$ cat config.mk
export PLATFORM = sky130hd
export DESIGN_NAME = read_addr_decode_router_flat
export DESIGN_NICKNAME = d
export VERILOG_FILES = /design/src/rtl/read_addr_decode_router_if.sv /design/src/rtl/read_addr_decode_router.sv /design/src/flat_wrapper.sv
export SDC_FILE = /design/constraint.sdc
export NUM_CORES = 1
export LEC_CHECK = 0
export ABC_AREA = 1
export CORE_MARGIN = 2
export CORE_UTILIZATION = 33
export DETAILED_ROUTE_END_ITERATION = 16
export PLACE_DENSITY = 0.79
export SLEW_MARGIN = 10
export SYNTH_ARGS = -nofsm -noshare
export SYNTH_HDL_FRONTEND = slang
export SYNTH_SLANG_ARGS = --single-unit
$ cat constraint.sdc
create_clock -name ACLK -period 2.4 [get_ports ACLK]
set_clock_uncertainty 0.15 [all_clocks]
set_input_delay 0.48 -clock ACLK [delete_from_list [all_inputs] [get_ports ACLK]]
set_output_delay 0.48 -clock ACLK [all_outputs]
set_load 0.01 [all_outputs]
$ cat src/rtl/read_addr_decode_router_if.sv
// AR/R signal bundle around the read address decode router.
// The router connects through the slave modport; the surrounding fabric uses master.
interface read_addr_decode_router_if;
  logic [3:0]  ARID_ARB;
  logic [31:0] ARADDR_ARB;
  logic [3:0]  ARLEN_ARB;
  logic [2:0]  ARSIZE_ARB;
  logic [1:0]  ARBURST_ARB;
  logic        ARVALID_ARB;
  logic        M0_flag;
  logic        M1_flag;
  logic        ARREADY_ARB;

  logic [3:0]  ARID_S;
  logic [31:0] ARADDR_S;
  logic [3:0]  ARLEN_S;
  logic [2:0]  ARSIZE_S;
  logic [1:0]  ARBURST_S;
  logic [2:0]  ARVALID_S;
  logic [2:0]  ARREADY_S;

  logic [11:0] RID_S;
  logic [95:0] RDATA_S;
  logic [5:0]  RRESP_S;
  logic [2:0]  RLAST_S;
  logic [2:0]  RVALID_S;
  logic [2:0]  RREADY_S;

  logic [3:0]  RID_M;
  logic [31:0] RDATA_M;
  logic [1:0]  RRESP_M;
  logic        RLAST_M;
  logic        RVALID_M0;
  logic        RVALID_M1;
  logic        RREADY_M0;
  logic        RREADY_M1;
  logic        RVALID_ARB;
  logic        rlast_err;

  modport slave (
    input  ARID_ARB, ARADDR_ARB, ARLEN_ARB, ARSIZE_ARB, ARBURST_ARB, ARVALID_ARB,
    input  M0_flag, M1_flag,
    output ARREADY_ARB,
    output ARID_S, ARADDR_S, ARLEN_S, ARSIZE_S, ARBURST_S, ARVALID_S,
    input  ARREADY_S,
    input  RID_S, RDATA_S, RRESP_S, RLAST_S, RVALID_S,
    output RREADY_S,
    output RID_M, RDATA_M, RRESP_M, RLAST_M, RVALID_M0, RVALID_M1,
    input  RREADY_M0, RREADY_M1,
    output RVALID_ARB, rlast_err
  );

  modport master (
    output ARID_ARB, ARADDR_ARB, ARLEN_ARB, ARSIZE_ARB, ARBURST_ARB, ARVALID_ARB,
    output M0_flag, M1_flag,
    input  ARREADY_ARB,
    input  ARID_S, ARADDR_S, ARLEN_S, ARSIZE_S, ARBURST_S, ARVALID_S,
    output ARREADY_S,
    output RID_S, RDATA_S, RRESP_S, RLAST_S, RVALID_S,
    input  RREADY_S,
    input  RID_M, RDATA_M, RRESP_M, RLAST_M, RVALID_M0, RVALID_M1,
    output RREADY_M0, RREADY_M1,
    input  RVALID_ARB, rlast_err
  );
endinterface

$ cat src/rtl/read_addr_decode_router.sv
// Decodes the arbitrated read address to one of three slaves or a DECERR default slave,
// issues the AR, then routes the selected R channel back to the requesting master.
//
// state | meaning
// IDLE  | ready for a new arbitrated request
// ADDR  | ARVALID held to the selected slave until ARREADY
// DATA  | slave R channel routed to the requesting master
// DERR  | internal default slave returns len+1 DECERR beats
module read_addr_decode_router #(
  parameter logic [31:0] S0_BASE  = 32'h0000_0000,
  parameter logic [31:0] S1_BASE  = 32'h0001_0000,
  parameter logic [31:0] S2_BASE  = 32'h0002_0000,
  parameter int          WIN_BITS = 16
) (
  input logic                       ACLK,
  input logic                       ARESET,
  read_addr_decode_router_if.slave  bus
);

  typedef enum logic [1:0] {IDLE, ADDR, DATA, DERR} state_t;

  state_t      state;
  logic [1:0]  sel;
  logic        mst;
  logic [3:0]  beat;
  logic [2:0]  arvalid;
  logic        rlast_err;
  logic [3:0]  ar_id;
  logic [31:0] ar_addr;
  logic [3:0]  ar_len;
  logic [2:0]  ar_size;
  logic [1:0]  ar_burst;

  logic        hit0, hit1, hit2;
  logic [3:0]  s_rid;
  logic [31:0] s_rdata;
  logic [1:0]  s_rresp;
  logic        s_rlast, s_rvalid;
  logic        in_data, in_derr, rvalid_act, rready_act, r_hs, at_max;

  assign hit0 = (bus.ARADDR_ARB >> WIN_BITS) == (S0_BASE >> WIN_BITS);
  assign hit1 = (bus.ARADDR_ARB >> WIN_BITS) == (S1_BASE >> WIN_BITS);
  assign hit2 = (bus.ARADDR_ARB >> WIN_BITS) == (S2_BASE >> WIN_BITS);

  always_comb begin
    s_rid    = bus.RID_S[3:0];
    s_rdata  = bus.RDATA_S[31:0];
    s_rresp  = bus.RRESP_S[1:0];
    s_rlast  = bus.RLAST_S[0];
    s_rvalid = bus.RVALID_S[0];
    case (sel)
      2'd1: begin
        s_rid    = bus.RID_S[7:4];
        s_rdata  = bus.RDATA_S[63:32];
        s_rresp  = bus.RRESP_S[3:2];
        s_rlast  = bus.RLAST_S[1];
        s_rvalid = bus.RVALID_S[1];
      end
      2'd2: begin
        s_rid    = bus.RID_S[11:8];
        s_rdata  = bus.RDATA_S[95:64];
        s_rresp  = bus.RRESP_S[5:4];
        s_rlast  = bus.RLAST_S[2];
        s_rvalid = bus.RVALID_S[2];
      end
      default: ;
    endcase
  end

  assign in_data    = (state == DATA);
  assign in_derr    = (state == DERR);
  assign rvalid_act = (in_data & s_rvalid) | in_derr;
  assign rready_act = mst ? bus.RREADY_M1 : bus.RREADY_M0;
  assign r_hs       = rvalid_act & rready_act;
  assign at_max     = (beat == ar_len);

  assign bus.ARREADY_ARB = (state == IDLE) & ~ARESET;

  assign bus.ARID_S    = ar_id;
  assign bus.ARADDR_S  = ar_addr;
  assign bus.ARLEN_S   = ar_len;
  assign bus.ARSIZE_S  = ar_size;
  assign bus.ARBURST_S = ar_burst;
  assign bus.ARVALID_S = arvalid;

  assign bus.RREADY_S   = in_data ? (3'(rready_act) << sel) : 3'b000;
  assign bus.RVALID_M0  = rvalid_act & ~mst;
  assign bus.RVALID_M1  = rvalid_act & mst;
  assign bus.RVALID_ARB = rvalid_act;
  assign bus.RID_M      = in_data ? s_rid : (in_derr ? ar_id : 4'h0);
  assign bus.RDATA_M    = in_data ? s_rdata : 32'h0;
  assign bus.RRESP_M    = in_data ? s_rresp : (in_derr ? 2'b11 : 2'b00);
  assign bus.RLAST_M    = in_data ? s_rlast : (in_derr & at_max);
  assign bus.rlast_err  = rlast_err;

  always_ff @(posedge ACLK) begin
    if (ARESET) begin
      state     <= IDLE;
      sel       <= 2'd0;
      mst       <= 1'b0;
      beat      <= 4'd0;
      arvalid   <= 3'b000;
      rlast_err <= 1'b0;
      ar_id     <= 4'h0;
      ar_addr   <= 32'h0;
      ar_len    <= 4'h0;
      ar_size   <= 3'h0;
      ar_burst  <= 2'h0;
    end else begin
      case (state)
        IDLE: if (bus.ARVALID_ARB) begin
          ar_id    <= bus.ARID_ARB;
          ar_addr  <= bus.ARADDR_ARB;
          ar_len   <= bus.ARLEN_ARB;
          ar_size  <= bus.ARSIZE_ARB;
          ar_burst <= bus.ARBURST_ARB;
          beat     <= 4'd0;
          // conflicting or absent master flags fall back to M0
          mst      <= bus.M1_flag & ~bus.M0_flag;
          if (hit0) begin
            sel <= 2'd0; arvalid <= 3'b001; state <= ADDR;
          end else if (hit1) begin
            sel <= 2'd1; arvalid <= 3'b010; state <= ADDR;
          end else if (hit2) begin
            sel <= 2'd2; arvalid <= 3'b100; state <= ADDR;
          end else begin
            sel <= 2'd0; state <= DERR;
          end
        end
        ADDR: if (|(arvalid & bus.ARREADY_S)) begin
          arvalid <= 3'b000;
          state   <= DATA;
        end
        DATA: if (r_hs) begin
          // burst closes on whichever of slave RLAST or the beat count comes first
          if (s_rlast | at_max) begin
            if (s_rlast ^ at_max) rlast_err <= 1'b1;
            beat  <= 4'd0;
            state <= IDLE;
          end else begin
            beat <= beat + 4'd1;
          end
        end
        DERR: if (r_hs) begin
          if (at_max) begin
            beat  <= 4'd0;
            state <= IDLE;
          end else begin
            beat <= beat + 4'd1;
          end
        end
        default: state <= IDLE;
      endcase
    end
  end

endmodule

$ cat src/flat_wrapper.sv
// flat-port wrapper written by rule: the top's interface ports become plain ports
module read_addr_decode_router_flat 
#(
  parameter logic [31:0] S0_BASE  = 32'h0000_0000,
  parameter logic [31:0] S1_BASE  = 32'h0001_0000,
  parameter logic [31:0] S2_BASE  = 32'h0002_0000,
  parameter int          WIN_BITS = 16
)
  (ACLK, ARESET, bus_ARID_ARB, bus_ARADDR_ARB, bus_ARLEN_ARB, bus_ARSIZE_ARB, bus_ARBURST_ARB, bus_ARVALID_ARB, bus_M0_flag, bus_M1_flag, bus_ARREADY_ARB, bus_ARID_S, bus_ARADDR_S, bus_ARLEN_S, bus_ARSIZE_S, bus_ARBURST_S, bus_ARVALID_S, bus_ARREADY_S, bus_RID_S, bus_RDATA_S, bus_RRESP_S, bus_RLAST_S, bus_RVALID_S, bus_RREADY_S, bus_RID_M, bus_RDATA_M, bus_RRESP_M, bus_RLAST_M, bus_RVALID_M0, bus_RVALID_M1, bus_RREADY_M0, bus_RREADY_M1, bus_RVALID_ARB, bus_rlast_err);
  read_addr_decode_router_if bus_i ();
  input logic ACLK;
  input logic ARESET;
  input wire logic [$bits(bus_i.ARID_ARB)-1:0] bus_ARID_ARB;
  input wire logic [$bits(bus_i.ARADDR_ARB)-1:0] bus_ARADDR_ARB;
  input wire logic [$bits(bus_i.ARLEN_ARB)-1:0] bus_ARLEN_ARB;
  input wire logic [$bits(bus_i.ARSIZE_ARB)-1:0] bus_ARSIZE_ARB;
  input wire logic [$bits(bus_i.ARBURST_ARB)-1:0] bus_ARBURST_ARB;
  input wire logic [$bits(bus_i.ARVALID_ARB)-1:0] bus_ARVALID_ARB;
  input wire logic [$bits(bus_i.M0_flag)-1:0] bus_M0_flag;
  input wire logic [$bits(bus_i.M1_flag)-1:0] bus_M1_flag;
  output wire logic [$bits(bus_i.ARREADY_ARB)-1:0] bus_ARREADY_ARB;
  output wire logic [$bits(bus_i.ARID_S)-1:0] bus_ARID_S;
  output wire logic [$bits(bus_i.ARADDR_S)-1:0] bus_ARADDR_S;
  output wire logic [$bits(bus_i.ARLEN_S)-1:0] bus_ARLEN_S;
  output wire logic [$bits(bus_i.ARSIZE_S)-1:0] bus_ARSIZE_S;
  output wire logic [$bits(bus_i.ARBURST_S)-1:0] bus_ARBURST_S;
  output wire logic [$bits(bus_i.ARVALID_S)-1:0] bus_ARVALID_S;
  input wire logic [$bits(bus_i.ARREADY_S)-1:0] bus_ARREADY_S;
  input wire logic [$bits(bus_i.RID_S)-1:0] bus_RID_S;
  input wire logic [$bits(bus_i.RDATA_S)-1:0] bus_RDATA_S;
  input wire logic [$bits(bus_i.RRESP_S)-1:0] bus_RRESP_S;
  input wire logic [$bits(bus_i.RLAST_S)-1:0] bus_RLAST_S;
  input wire logic [$bits(bus_i.RVALID_S)-1:0] bus_RVALID_S;
  output wire logic [$bits(bus_i.RREADY_S)-1:0] bus_RREADY_S;
  output wire logic [$bits(bus_i.RID_M)-1:0] bus_RID_M;
  output wire logic [$bits(bus_i.RDATA_M)-1:0] bus_RDATA_M;
  output wire logic [$bits(bus_i.RRESP_M)-1:0] bus_RRESP_M;
  output wire logic [$bits(bus_i.RLAST_M)-1:0] bus_RLAST_M;
  output wire logic [$bits(bus_i.RVALID_M0)-1:0] bus_RVALID_M0;
  output wire logic [$bits(bus_i.RVALID_M1)-1:0] bus_RVALID_M1;
  input wire logic [$bits(bus_i.RREADY_M0)-1:0] bus_RREADY_M0;
  input wire logic [$bits(bus_i.RREADY_M1)-1:0] bus_RREADY_M1;
  output wire logic [$bits(bus_i.RVALID_ARB)-1:0] bus_RVALID_ARB;
  output wire logic [$bits(bus_i.rlast_err)-1:0] bus_rlast_err;
  assign bus_i.ARID_ARB = bus_ARID_ARB;
  assign bus_i.ARADDR_ARB = bus_ARADDR_ARB;
  assign bus_i.ARLEN_ARB = bus_ARLEN_ARB;
  assign bus_i.ARSIZE_ARB = bus_ARSIZE_ARB;
  assign bus_i.ARBURST_ARB = bus_ARBURST_ARB;
  assign bus_i.ARVALID_ARB = bus_ARVALID_ARB;
  assign bus_i.M0_flag = bus_M0_flag;
  assign bus_i.M1_flag = bus_M1_flag;
  assign bus_ARREADY_ARB = bus_i.ARREADY_ARB;
  assign bus_ARID_S = bus_i.ARID_S;
  assign bus_ARADDR_S = bus_i.ARADDR_S;
  assign bus_ARLEN_S = bus_i.ARLEN_S;
  assign bus_ARSIZE_S = bus_i.ARSIZE_S;
  assign bus_ARBURST_S = bus_i.ARBURST_S;
  assign bus_ARVALID_S = bus_i.ARVALID_S;
  assign bus_i.ARREADY_S = bus_ARREADY_S;
  assign bus_i.RID_S = bus_RID_S;
  assign bus_i.RDATA_S = bus_RDATA_S;
  assign bus_i.RRESP_S = bus_RRESP_S;
  assign bus_i.RLAST_S = bus_RLAST_S;
  assign bus_i.RVALID_S = bus_RVALID_S;
  assign bus_RREADY_S = bus_i.RREADY_S;
  assign bus_RID_M = bus_i.RID_M;
  assign bus_RDATA_M = bus_i.RDATA_M;
  assign bus_RRESP_M = bus_i.RRESP_M;
  assign bus_RLAST_M = bus_i.RLAST_M;
  assign bus_RVALID_M0 = bus_i.RVALID_M0;
  assign bus_RVALID_M1 = bus_i.RVALID_M1;
  assign bus_i.RREADY_M0 = bus_RREADY_M0;
  assign bus_i.RREADY_M1 = bus_RREADY_M1;
  assign bus_RVALID_ARB = bus_i.RVALID_ARB;
  assign bus_rlast_err = bus_i.rlast_err;
  read_addr_decode_router #(.S0_BASE(S0_BASE), .S1_BASE(S1_BASE), .S2_BASE(S2_BASE), .WIN_BITS(WIN_BITS)) u_core (.ACLK(ACLK), .ARESET(ARESET), .bus(bus_i));
endmodule
==> summary.txt <==
Status
  – Status: finished, violations left
  – Violated checks: negative setup slack

Synthesis
  – Sequential share of the synthesized area: 0.3468
  – EDFF count, synth: 0
  – Post-synth top area share: 0.3468
  – Count leader, synth: a21oi_1
  – Synth Instances: 535
  – Largest area contributor in the netlist: dfxtp_1
  – Post-synthesis cell area: 0.003348 sq mm
  – Post-synth net total: 714
  – Netlist cell types: 26
  – Syn_area_per_cell: 6.258 sq um
  – Top post-synthesis cells by area: dfxtp_1, a21oi_1, o21ai_0
  – Prevailing post-synth register cell: dfxtp_1
  – Post-synth top cells: a21oi_1, nor2_1, o21ai_0, nand2_1, dfxtp_1
  – #FFs+latches synth: 58
  – Async set or reset register ratio after synthesis: 0
  – Synth Warn #: 0

Pwr
  – Power per cell area: 668.2 mW/mm^2
  – Switch Pwr: 0.001653 W
  – Peak VDD IR: 0.5025 mV
  – Comb pwr share: 0.542
  – Flop pwr share: 0.280
  – Clk network pwr share: 0.178
  – Leak: 2.770 nW
  – Switching share of power: 0.3766
  – Int Power: 0.002737 W
  – Design Power: 0.004390 W

Global route
  – First-pass GRT wire length: 24.08 mm
  – Antenna violations before repair: 0
  – Gr usage total: 0.2735
  – Total overflow reported by the global router: 0
  – Number of global-route vias before repair: 4693
  – Largest net degree at the start of global routing: 38

Detailed routing
  – Drt wl/cell: 16.17 um
  – Vias post-DR: 4806
  – Final ANT Viol Nets: 0
  – DRC errors left: 0
  – Vias per inst: 4.980
  – Total routed wirelength: 15.61 mm
  – DR pass1 iterations: 7
  – 1st-iter DRT viols: 220

STA
  – Slew @ Worst Pin: 0.3172 ns
  – Unrepaired setup endpoints after global routing: yes
  – Slew Viols, Final: 0
  – Fin crit period: 2.406 ns
  – Fmax: 415.7 MHz
  – Endpoints failing hold: 0
  – Final period util: 1.002
  – Final worst setup slack: -0.005832 ns
  – Fin Hold WS: 0.2967 ns
  – Final setup fails: 1
  – Rel. slew slack: 0.7886

Layout
  – Final-stage net count: 1007
  – Syn-to-layout area delta: 96.23%
  – Layout cell share with drive strength beyond 1: 0.1514
  – # diodes: 0
  – Fillcell total: 894

Place
  – Hpwl dp: 12.03 mm
  – Port bufs: 269
  – GPL Wtd Cong: 0.9428

Worst setup path
  – CP peak stage delay: 0.32 ns
  – Max Fanout on Critical Path: 9
  – Crit end category: output pin
  – CP Launch Type: flip-flop
  – Path type of the worst setup path: reg -> out
  – Critical path cell sequence: buf_4 -> ha_4 -> buf_6 -> a221oi_4 -> o21ai_0 -> dlygate4sd2_1
  – CP max-delay cell: dfxtp_2
  – WP data arrival: 1.78 ns
  – Critical path's top delay family: buffers and inverters
  – Worst Path Buf+Inv: 3
  – Critical path data required time: 1.77 ns

Clock network
  – Clock latency on the worst-skew pair: 0.34 ns
  – H-Tree Depth: 3
  – Clock Path Buffers: 2
  – Clk pin slew, worst setup/hold paths: 0.06 ns
  – Hold buffer count at CTS: 0
  – Root Buffer: clkbuf_8
  – Num CTS Buffers: 9
  – CTS tree: built
  – # clock sinks: 58

Floorplanning
  – Initial core utilization: 0.3410
  – Die Span Y: 104.7 um
  – Die area: 0.01097 sq mm
  – Core Area: 0.009819 sq mm
  – Die Wd: 104.7 um
  – Row count: 36
  – Io pins: 270

Hold path
  – Worst Hold Class: reg -> reg

Run
  – Max-cap violation count: 0
==> what timing repair did <==
item / 4_1_cts / 5_1_grt
gates resized for setup: 186 / 22
gates cloned: 1 / 1
pin swaps: 2 / 9
endpoints found under the setup margin: 46 / 25
buffers inserted: 2 / 5
==> layer usage <==
metal,part of all wire,vias to the layer above,GRT usage
met5,0,-,0
met2,0.51,226,0.4954
met1,0.37,2186,0.2972
met4,0.026,0,0.09905
li1,-,2365,-
met3,0.087,29,0.08671
==> stage by stage <==
| stage | instance area (sq um) | setup TNS, ns | setup WS [ns] | utilization | cells |
|---|---|---|---|---|---|
| final | 6570 | -0.005832 | -0.005832 | 0.6691 | 965 |
| after global routing | 6570 | -0.3537 | -0.09666 | 0.6691 | 965 |
| after CTS | 6496 | -0.1062 | -0.04073 | 0.6616 | 959 |
| after detailed placement | 6385 | -4.583 | -0.2326 | 0.6502 | 941 |
| after global placement | 6385 | -3.708 | -0.2147 | 0.6502 | 941 |
| after floorplan | 3348 | 0 | 0.2578 | - | 535 |
==> worst paths after layout <==
| kind | slack (ns) | end | cells past startpoint | start |
|---|---|---|---|---|
| setup / recovery | -0.006 | bus_RRESP_M[0] | 6 | u_core.sel[0] |
| hold / removal | 0.30 | u_core.bus.rlast_err | 2 | u_core.bus.rlast_err |
| setup reg to reg | 0.28 | u_core.state[1] | 12 | u_core.sel[0] |
| hold reg to reg | 0.30 | u_core.bus.rlast_err | 2 | u_core.bus.rlast_err |
==> placed cells by master (no fill, tap or decap), drive strengths merged, types with 6 or more instances in the layout <==
master | Yosys | layout
dlygate4sd2 | 0 | 6
o21ai | 92 | 92
clkbuf | 21 | 13
a21oi | 96 | 96
clkdlybuf4s50 | 0 | 223
nand3 | 14 | 14
inv | 35 | 36
dfxtp | 58 | 58
buf | 13 | 84
nor2 | 94 | 94
nand2 | 91 | 91
==> power groups by stage <==
stage          registers [W]  logic [W]  clock network (W)
2_1_floorplan        0.00129   0.000961                  0
3_3_place_gp         0.00123    0.00225                  0
3_5_place_dp         0.00124    0.00228                  0
4_1_cts              0.00122    0.00229           0.000803
5_1_grt              0.00125    0.00259           0.000836
6_report             0.00123    0.00238           0.000784
==> worst min-delay path: cells and delay by family (launching register included) <==
| kind | cells | cell delay, ns |
|---|---|---|
| DFF | 1 | 0.31 |
| AOI/OAI and AO/OA | 1 | 0.05 |
| buffers and inverters | 1 | 0.04 |
==> registers in the layout, indices dropped and copies added (netlist names) <==
name / flops
u_core.beat: 4
u_core.bus.ARADDR_S: 32
u_core.bus.ARBURST_S: 2
u_core.bus.ARID_S: 4
u_core.bus.ARLEN_S: 4
u_core.bus.ARSIZE_S: 3
u_core.bus.ARVALID_S: 3
u_core.bus.rlast_err: 1
u_core.mst: 1
u_core.sel: 2
u_core.state: 2
==> area by class of cell <==
type | count | area [sq um] | area share
clock inverters | 3 | 15.01 | 0.002285
well taps | 133 | 166.4 | 0.02533
flip-flops and latches | 58 | 1164 | 0.1771
clock buffers | 12 | 155.1 | 0.02361
inverters | 35 | 143.9 | 0.02190
multi-input cells | 408 | 1977 | 0.3009
repair inverters | 1 | 8.758 | 0.001333
repair buffers | 315 | 2940 | 0.4475
==> kinds of logic after synthesis <==
kind of cell / count (synthesis) / synth area share
DFF: 58 / 0.3468
AOI/OAI and AO/OA: 194 / 0.2952
and+or+nand+nor: 209 / 0.2534
xor gates and xnor gates: 1 / 0.002616
adders and majority gates: 4 / 0.01495
buffers and inverters: 69 / 0.08707
Note: power is estimated with default switching activity, not from simulation.
